$ cat src/rtl/platform_collision_scanner_pkg.sv
// platform_collision_scanner_pkg: shared types and default platform layout for the collision scanner
package platform_collision_scanner_pkg;

    localparam int GAME_COORD_W = 11;

    typedef enum logic [1:0] {IDLE, CLAMP, SCAN, DONE} scan_state_t;

    typedef struct packed {
        logic                    en;
        logic [GAME_COORD_W-1:0] x;
        logic [GAME_COORD_W-1:0] y;
        logic [GAME_COORD_W-1:0] len;
    } plat_entry_t;

    localparam plat_entry_t P1  = '{1'b1, 11'd0,   11'd740, 11'd1023};
    localparam plat_entry_t P2  = '{1'b1, 11'd100, 11'd660, 11'd180};
    localparam plat_entry_t P3  = '{1'b1, 11'd400, 11'd660, 11'd160};
    localparam plat_entry_t P4  = '{1'b1, 11'd700, 11'd660, 11'd200};
    localparam plat_entry_t P5  = '{1'b1, 11'd40,  11'd580, 11'd120};
    localparam plat_entry_t P6  = '{1'b1, 11'd260, 11'd580, 11'd140};
    localparam plat_entry_t P7  = '{1'b1, 11'd520, 11'd580, 11'd140};
    localparam plat_entry_t P8  = '{1'b1, 11'd800, 11'd580, 11'd160};
    localparam plat_entry_t P9  = '{1'b1, 11'd150, 11'd500, 11'd200};
    localparam plat_entry_t P10 = '{1'b1, 11'd600, 11'd500, 11'd220};
    localparam plat_entry_t P11 = '{1'b1, 11'd0,   11'd420, 11'd140};
    localparam plat_entry_t P12 = '{1'b1, 11'd380, 11'd420, 11'd180};
    localparam plat_entry_t P13 = '{1'b1, 11'd860, 11'd420, 11'd163};
    localparam plat_entry_t P14 = '{1'b1, 11'd200, 11'd340, 11'd120};
    localparam plat_entry_t P15 = '{1'b1, 11'd640, 11'd340, 11'd140};
    localparam plat_entry_t P16 = '{1'b1, 11'd60,  11'd260, 11'd160};
    localparam plat_entry_t P17 = '{1'b1, 11'd420, 11'd260, 11'd200};
    localparam plat_entry_t P18 = '{1'b1, 11'd780, 11'd260, 11'd180};
    localparam plat_entry_t P19 = '{1'b1, 11'd300, 11'd180, 11'd400};

endpackage

$ cat src/rtl/platform_collision_scanner_hit_eval.sv
// plat_hit_eval: classifies one platform entry against the object as side/top/bottom/none
module plat_hit_eval #(
    parameter int COORD_W = 11
) (
    input  logic               en,
    input  logic [COORD_W-1:0] px,
    input  logic [COORD_W-1:0] py,
    input  logic [COORD_W-1:0] plen,
    input  logic [COORD_W-1:0] ox,
    input  logic [COORD_W-1:0] oy,
    input  logic [COORD_W-1:0] ow,
    input  logic [COORD_W-1:0] oh,
    output logic [1:0]         code
);
    logic [COORD_W:0] p_r, o_r, o_b, px_e, py_e, ox_e;
    logic side, top, bot;

    assign px_e = {1'b0, px};
    assign py_e = {1'b0, py};
    assign ox_e = {1'b0, ox};
    assign p_r  = px_e + {1'b0, plen};
    assign o_r  = ox_e + {1'b0, ow};
    assign o_b  = {1'b0, oy} + {1'b0, oh};

    // side beats top beats bottom so each entry yields a single code
    always_comb begin
        side = (ox_e == p_r || o_r == px_e) && o_b >= py_e && oy <= py;
        top  = o_b == py_e && o_r >= px_e && ox_e <= p_r;
        bot  = oy == py && o_r >= px_e && ox_e <= p_r;
        code = !en ? 2'b00 : side ? 2'b11 : top ? 2'b10 : bot ? 2'b01 : 2'b00;
    end
endmodule

$ cat src/rtl/platform_collision_scanner.sv
// platform_collision_scanner: clamps an object to the screen then scans the platform table one entry per clock
module platform_collision_scanner
    import platform_collision_scanner_pkg::*;
#(
    parameter int N_PLAT   = 19,
    parameter int COORD_W  = 11,
    parameter int SCREEN_W = 1024,
    parameter int SCREEN_H = 768,
    localparam int IDX_W   = $clog2(N_PLAT)
) (
    input  logic               clk,
    input  logic               rst,
    input  logic               plat_we,
    input  logic [IDX_W-1:0]   plat_idx,
    input  logic [COORD_W-1:0] plat_x,
    input  logic [COORD_W-1:0] plat_y,
    input  logic [COORD_W-1:0] plat_len,
    input  logic               plat_en,
    output logic               wr_err,
    input  logic               start,
    input  logic [COORD_W-1:0] obj_x,
    input  logic [COORD_W-1:0] obj_y,
    input  logic [COORD_W-1:0] obj_w,
    input  logic [COORD_W-1:0] obj_h,
    output logic               busy,
    output logic               done,
    output logic [COORD_W-1:0] x_clamped,
    output logic [COORD_W-1:0] y_clamped,
    output logic [1:0]         coll,
    output logic               hit_side,
    output logic               hit_top,
    output logic               hit_bottom,
    output logic [IDX_W-1:0]   first_idx,
    output logic [IDX_W:0]     hit_count
);
    localparam int S = COORD_W + 1;
    localparam logic [IDX_W-1:0] LAST = IDX_W'(N_PLAT - 1);

    scan_state_t state, nxt;
    logic               t_en  [N_PLAT];
    logic [COORD_W-1:0] t_x   [N_PLAT];
    logic [COORD_W-1:0] t_y   [N_PLAT];
    logic [COORD_W-1:0] t_len [N_PLAT];
    logic [COORD_W-1:0] ox, oy, ow, oh;
    logic [IDX_W-1:0]   idx;
    logic [1:0]         code;
    logic               idx_ok, wr_ok;

    function automatic logic [COORD_W-1:0] clamp(input logic [COORD_W-1:0] v,
                                                 input logic [COORD_W-1:0] d,
                                                 input int lim);
        logic [S-1:0] sum;
        sum = {1'b0, v} + {1'b0, d};
        return ({1'b0, d} >= S'(lim - 2) || v == '0) ? COORD_W'(1)
             : sum > S'(lim - 1) ? COORD_W'(lim - 1) - d : v;
    endfunction

    assign idx_ok = {1'b0, plat_idx} < (IDX_W + 1)'(N_PLAT);
    assign wr_ok  = plat_we && state == IDLE && idx_ok;
    assign coll   = {hit_side | hit_top, hit_side | hit_bottom};

    plat_hit_eval #(.COORD_W(COORD_W)) u_eval (
        .en   (t_en[idx]),
        .px   (t_x[idx]),
        .py   (t_y[idx]),
        .plen (t_len[idx]),
        .ox   (x_clamped),
        .oy   (y_clamped),
        .ow   (ow),
        .oh   (oh),
        .code (code)
    );

    // state register
    always_ff @(posedge clk or posedge rst) begin
        if (rst) state <= IDLE;
        else     state <= nxt;
    end

    // IDLE -> CLAMP -> SCAN (N_PLAT cycles) -> DONE -> IDLE
    always_comb begin
        nxt = state == IDLE  ? (start ? CLAMP : IDLE)
            : state == CLAMP ? SCAN
            : state == SCAN  ? (idx == LAST ? DONE : SCAN)
            : IDLE;
    end

    // platform table; writes only land while idle so a scan always sees a frozen table
    always_ff @(posedge clk or posedge rst) begin
        if (rst) begin
            for (int i = 0; i < N_PLAT; i++) begin
                t_en[i]  <= 1'b0;
                t_x[i]   <= '0;
                t_y[i]   <= '0;
                t_len[i] <= '0;
            end
        end else if (wr_ok) begin
            t_en[plat_idx]  <= plat_en;
            t_x[plat_idx]   <= plat_x;
            t_y[plat_idx]   <= plat_y;
            t_len[plat_idx] <= plat_len;
        end
    end

    // object latch, clamp, per-entry accumulation and handshake outputs
    always_ff @(posedge clk or posedge rst) begin
        if (rst) begin
            {ox, oy, ow, oh} <= '0;
            {x_clamped, y_clamped} <= '0;
            {hit_side, hit_top, hit_bottom} <= '0;
            first_idx <= '0;
            hit_count <= '0;
            idx <= '0;
            busy <= 1'b0;
            done <= 1'b0;
            wr_err <= 1'b0;
        end else begin
            done <= 1'b0;
            wr_err <= plat_we && !wr_ok;
            case (state)
                IDLE: if (start) begin
                    {ox, oy, ow, oh} <= {obj_x, obj_y, obj_w, obj_h};
                    busy <= 1'b1;
                end
                CLAMP: begin
                    x_clamped <= clamp(ox, ow, SCREEN_W);
                    y_clamped <= clamp(oy, oh, SCREEN_H);
                    {hit_side, hit_top, hit_bottom} <= '0;
                    first_idx <= '0;
                    hit_count <= '0;
                    idx <= '0;
                end
                SCAN: begin
                    if (code != 2'b00) begin
                        hit_side   <= hit_side   | (code == 2'b11);
                        hit_top    <= hit_top    | (code == 2'b10);
                        hit_bottom <= hit_bottom | (code == 2'b01);
                        hit_count  <= hit_count + 1'b1;
                        if (hit_count == '0) first_idx <= idx;
                    end
                    idx <= idx == LAST ? idx : idx + 1'b1;
                end
                DONE: begin
                    done <= 1'b1;
                    busy <= 1'b0;
                end
            endcase
        end
    end
endmodule

$ cat config.mk
export PLATFORM = sky130hd
export DESIGN_NAME = platform_collision_scanner
export DESIGN_NICKNAME = d
export VERILOG_FILES = /design/src/rtl/platform_collision_scanner_pkg.sv /design/src/rtl/platform_collision_scanner_hit_eval.sv /design/src/rtl/platform_collision_scanner.sv
export SDC_FILE = /design/constraint.sdc
export NUM_CORES = 2
export LEC_CHECK = 0
export BUFFER_PORTS_ARGS = -buffer_cell sky130_fd_sc_hd__buf_2
export CAP_MARGIN = 20
export CORE_AREA = 3 3 275 277
export CTS_BUF_LIST = sky130_fd_sc_hd__clkbuf_2 sky130_fd_sc_hd__clkbuf_4 sky130_fd_sc_hd__clkbuf_8
export DETAILED_ROUTE_END_ITERATION = 6
export DIE_AREA = 0 0 278 280
export GPL_TIMING_DRIVEN = 0
export HOLD_SLACK_MARGIN = 0.15
export PLACE_DENSITY = 0.65
export SETUP_SLACK_MARGIN = 0.5
export SLEW_MARGIN = 20
export SYNTH_ARGS = -nofsm -noshare
export SYNTH_HDL_FRONTEND = slang
export SYNTH_HIERARCHICAL = 1
export SYNTH_SLANG_ARGS = --single-unit
$ cat constraint.sdc
create_clock -name clk -period 54.7 [get_ports clk]
set_input_delay 13.675 -clock clk [delete_from_list [all_inputs] [get_ports clk]]
set_output_delay 13.675 -clock clk [all_outputs]
set_load 0.01 [all_outputs]
; Yosys cells after proc, flatten, opt, wreduce, memory -nomap -nowiden
; Index checks and enable logic that the tools add are counted.
; W data, S select, Z words.
[op_classes]
add_sub_neg = 9
mux = 49
n_eq_ne = 15
magnitude_cmp = 12
bitwise_logic = 7
n_reduce_logical = 26
[ops]
columns = cell, count
row1 = $bwmux W209, 3
row2 = $bmux W11 S5, 3
row3 = $mux W11, 11
row4 = $add A11 B11 Y12, 5
row5 = $demux W11 S5, 1
row6 = $eq A12 B11 Y1, 2
row7 = $ge A12 B11 Y1, 2
row8 = $gt A12 B10 Y1 const B, 2
row9 = $ge A11 B10 Y1 const B, 2
row10 = $logic_not A11 Y1, 2
row11 = $sub A10 B11 Y11 const A, 2
row12 = $pmux W5 S2, 2
row13 = $bwmux W19, 1
row14 = $mux W5, 3
row15 = $eq A11 B12 Y1, 1
row16 = $ge A6 B6 Y1 const B, 2
row17 = $le A11 B12 Y1, 1
row18 = $mux W2, 6
row19 = $not A5 Y6, 2
row20 = $pmux W6 S2, 1
row21 = $eq A11 B11 Y1, 1
row22 = $le A11 B11 Y1, 1
row23 = $mux W1, 11
row24 = $logic_and A1 B1 Y1, 10
row25 = 21 further kinds, 41
[totals]
inputBits = 87
ff_bits = 736
output_inout_bits = 41

; Logic depth before layout (Yosys ltp)
[depth]
depth_word = 15
ltp_mapped = 30
ltp_nobuf = 26

; By module
; Netlist, hierarchy kept.
[by_module_without_submodules]
columns = module, cells_per_inst, seq_area_each_um2, area_each_um2, n_inst
row1 = platform_collision_scanner, 2287, 18417.7, 34045.2, 1
row2 = plat_hit_eval, 322, 0.0, 2466.1, 1

; Worst setup path after synthesis
; OpenSTA, ideal clock, no wires.
[synth_timing]
path_kind = input-to-reg
from = input port plat_idx[4]
to = register t_en[15] (netlist name)
path_slack_ns = 39.458
setup_time_ns = 0.125
path_stages = 6
t_arrival_ns = 15.117
cell_sequence = buf_2 nor2_1 nand3_1 nor4_2 buf_2 mux2_2
[synth_via]
elab_chain_cells = 6
elab_cells_between_ends = 9
classes_between = 3 x order compare / 3 x mux / 1 x bitwise / 2 x reduce/logical
[synth_rtl]
columns = item, line_no
row1 = start: declaration, platform_collision_scanner.sv:14  ; input logic [IDX_W-1:0] plat_idx,
row2 = $not A5 Y6 (not written as such), platform_collision_scanner.sv:98  ; t_en[plat_idx] <= plat_en;
row3 = $ge A6 B6 Y1 (not written as such) or $lt A6 B1 Y1 (tied branches), platform_collision_scanner.sv:98
row4 = $logic_and A1 B1 Y1 (not written as such), platform_collision_scanner.sv:98
row5 = $mux W1 (not written as such), platform_collision_scanner.sv:98
row6 = $demux W1 S5, platform_collision_scanner.sv:98
row7 = $bwmux W19, platform_collision_scanner.sv:98
row8 = end signal: indexed assignment, platform_collision_scanner.sv:98
row9 = end: declaration, platform_collision_scanner.sv:40  ; logic t_en [N_PLAT];
; Several ways; a longest one is shown, not always the timed one.
; A chain may end at the register's enable or synchronous reset.

; Worst setup path in the final report
[layout_timing]
from = input port plat_idx[4]
to = register t_len[40] (netlist name)
[layout_via]
elab_chain_cells = 6
elab_cells_between_ends = 9
classes_between = 3 x order compare / 3 x mux / 1 x bitwise / 2 x reduce/logical
[layout_rtl]
columns = item, line_no
row1 = $not A5 Y6 (not written as such), platform_collision_scanner.sv:101  ; t_len[plat_idx] <= plat_len;
row2 = $ge A6 B6 Y1 (not written as such) or $lt A6 B1 Y1 (tied branches), platform_collision_scanner.sv:101
row3 = $logic_and A1 B1 Y1 (not written as such), platform_collision_scanner.sv:101
row4 = $mux W11 (not written as such), platform_collision_scanner.sv:101
row5 = $demux W11 S5, platform_collision_scanner.sv:101
row6 = $bwmux W209, platform_collision_scanner.sv:101
row7 = end signal: indexed assignment, platform_collision_scanner.sv:101
row8 = end: declaration, platform_collision_scanner.sv:43  ; logic [COORD_W-1:0] t_len [N_PLAT];
; Several ways; a longest one is shown, not always the timed one.

==> key figures <==
Route
  – DRT Wirelength: 95.4 mm
  – Vias/cell: 5.96
  – Vias: 23200
  – Wirelength per Cell: 24.5 µm
  – DRC viols: 0
  – Total iterations of the first detailed-routing run: 5
  – Iter 0 DRT Violations: 1470
  – Antenna-violating nets left: 0

Run
  – Max-Cap Viols: 0

Pwr
  – Pleak: 19.8 nW
  – Total power: 0.00191 W
  – Power Density: 46.5 mW/mm²
  – P_sw: 0.000689 W
  – Gate power share: 36.3%
  – Flop pwr share: 36.1%
  – Switch share: 36.0%
  – Max IR drop VDD: 0.0216 mV
  – Share of total power in the clock network: 27.6%
  – Power Internal: 0.00123 W

Yosys
  – Cell Area, Synth: 0.0365 mm²
  – Register area share after synthesis: 50.4%
  – Async SR Flop Fraction: 100%
  – #FFs+latches synth: 736
  – Ys flop type: dfrtp_1
  – Netlist cell types: 77
  – Avg Inst Size Synth: 14.0 µm²
  – Post-Synthesis Cells: 2609
  – Post-synth EDFFs: 0
  – Syn Nets: 2807
  – Synth warn: 6

Timing
  – Fmax: 65.3 MHz
  – Final setup vio count: 0
  – Final Slew Violations: 0
  – RSZ-0062 raised after global routing: no
  – Period utilization: 28.0%
  – Slew @ Worst Pin: 1.12 ns
  – Final Hold Vio Count: 0
  – Crit path time final: 15.31 ns
  – Setup TNS: 0 ns
  – Layout Skew: 0.0324 ns
  – Slew HR: 25.5%

GRT
  – First-pass GRT wire length: 150 mm
  – Total gr overflow: 0
  – Vias in the first global route: 25000
  – All-Layer GR Usage: 25.1%
  – Largest net degree at the start of global routing: 110
  – Initial antenna violation count: 2

Die
  – Area of the core: 0.0731 mm²
  – Full die area: 0.0778 mm²
  – IO Pins: 128
  – Initial Util: 50.0%
  – Row count: 99
  – Die Wd: 278 µm
  – Die span in y: 280 µm

Clock network
  – CTS H-tree lvls: 4
  – CTS resizes: 0
  – Clock root cell: clkbuf_8
  – Clock Sinks: 736
  – Clk pin slew, worst setup/hold paths: 0.06 ns
  – Hold buffer count at cts: 0
  – Worst-skew pair later-pin latency: 0.78 ns
  – Clock Path Buffers: 3
  – TritonCTS buffer count: 130
  – Clock tree from TritonCTS: built
  – Setup Fix Bufs, Post-CTS: 0

Critical path
  – Critical-path cell list: buf_2, buf_2, and3b_1, and4_1, clkbuf_1, buf_2, mux2_2
  – Most frequent CP cell: buf_2
  – Critical Path RT: 55.34 ns
  – Arr. time, crit path: 15.95 ns
  – Crit-path max FO: 10
  – Slowest stage delay, CP: 0.54 ns
  – Crit path launch type: input port
  – CP bufs+invs: 4
  – Critical Path Sink Type: flop
  – Setup CP Type: in2reg
  – Worst path top cell family by delay: buffers and inverters
  – Slowest cell on the critical path: buf_2

Place
  – Port bufs: 93
  – Gpl congestion: 0.827
  – Placed cells: 3668
  – Hpwl dp: 67.4 mm

Layout
  – Post-Layout Cell Count: 3896
  – Most frequent cells in the layout: dfrtp_1, mux2_2, buf_2, mux4_2, clkbuf_8
  – Nets@finish: 3039
  – Commonest non-fill, non-tap cell in the layout: dfrtp_1
  – Area growth from synthesis to layout: 12.7%
  – Ratio of cells with drive above 1 in the final layout: 43.6%
  – Fin util: 56.3%

Run status
  – Status: complete, no violations

Min path
  – Hold crit path type: reg2reg
==> registers in the layout, summed over array words and instances, names as in the netlist, 2 cells and up <==
signal / cells
t_en: 19
x_clamped: 11
oy: 11
idx: 5
t_len: 209
t_x: 209
hit_count: 6
oh: 11
state: 2
ox: 11
y_clamped: 11
t_y: 209
ow: 11
first_idx: 5
==> per-layer routing <==
metal / up-vias / global-route usage, % / routed length [µm]
met1: 12300 / 34.1 / 41700
met4: 0 / 7.74 / 2320
met2: 654 / 41.7 / 46500
li1: 10100 / - / -
met5: - / 0 / 0
met3: 153 / 4.39 / 4890
==> cells in the mapped netlist (all sizes together) (36+ instances only) <==
| master | count | area share, % |
|---|---|---|
| dfrtp | 736 | 50 |
| mux2 | 690 | 21 |
| mux4 | 170 | 10 |
| buf | 142 | 1.9 |
| ha | 107 | 3.7 |
| inv | 100 | 1.0 |
| a21oi | 73 | 1.0 |
| nor2 | 73 | 0.75 |
| clkbuf | 67 | 0.69 |
| nand2 | 45 | 0.49 |
| o21ai | 41 | 0.56 |
| mux2i | 36 | 0.99 |
| o22ai | 36 | 0.63 |
==> path summary, 6_finish.rpt <==
path                       slack [ns]        start           end  cells after the start
hold reg to reg                  0.49      t_x[57]       t_x[57]                      1
setup / recovery                39.39  plat_idx[4]     t_len[40]                      7
setup reg to reg                46.88       idx[1]  first_idx[0]                     28
max in group asynchronous       39.85          rst    t_len[169]                      5
min in group asynchronous       12.93          rst      t_x[208]                      2
hold / removal                   0.49      t_x[57]       t_x[57]                      1
==> per-stage QoR <==
step	setup slack [ns]	area, µm²	hold slack [ns]
after global placement	13.84	38200	0.464
final	39.39	41100	0.487
after global routing	39.33	41100	0.508
after detailed placement	38.63	38400	0.478
after CTS	39.34	41100	0.491
after floorplan	20.37	36500	0.453
==> power by group through the flow <==
stage | sequential [W] | combinational, W | clock, W
after floorplan | 0.000674 | 0.000505 | 0
after global placement | 0.000697 | 0.000671 | 0
after detailed placement | 0.000700 | 0.000694 | 0
after CTS | 0.000691 | 0.000697 | 0.000540
after global routing | 0.000700 | 0.000767 | 0.000567
final | 0.000692 | 0.000695 | 0.000528
==> cells by family after synthesis <==
family	after synthesis	synth area share, %
mux	896	32.8
flops	736	50.4
buf+inv	309	3.61
simple gates	268	3.84
compound gates	263	4.84
fa+ha+maj	111	3.89
xor+xnor	26	0.624
==> cell type report <==
type                    instances  area (µm²)
plain buffers                 209         941
multi-input cells            1564       16800
diodes                          2        5.00
flip-flops and latches        736       18400
clock inverters                28         246
fillers                      5983       32000
repair buffers                100         658
clock buffers                 198        2490
well taps                     959        1200
inverters                     100         383
Power figures use the tool's default switching activity.
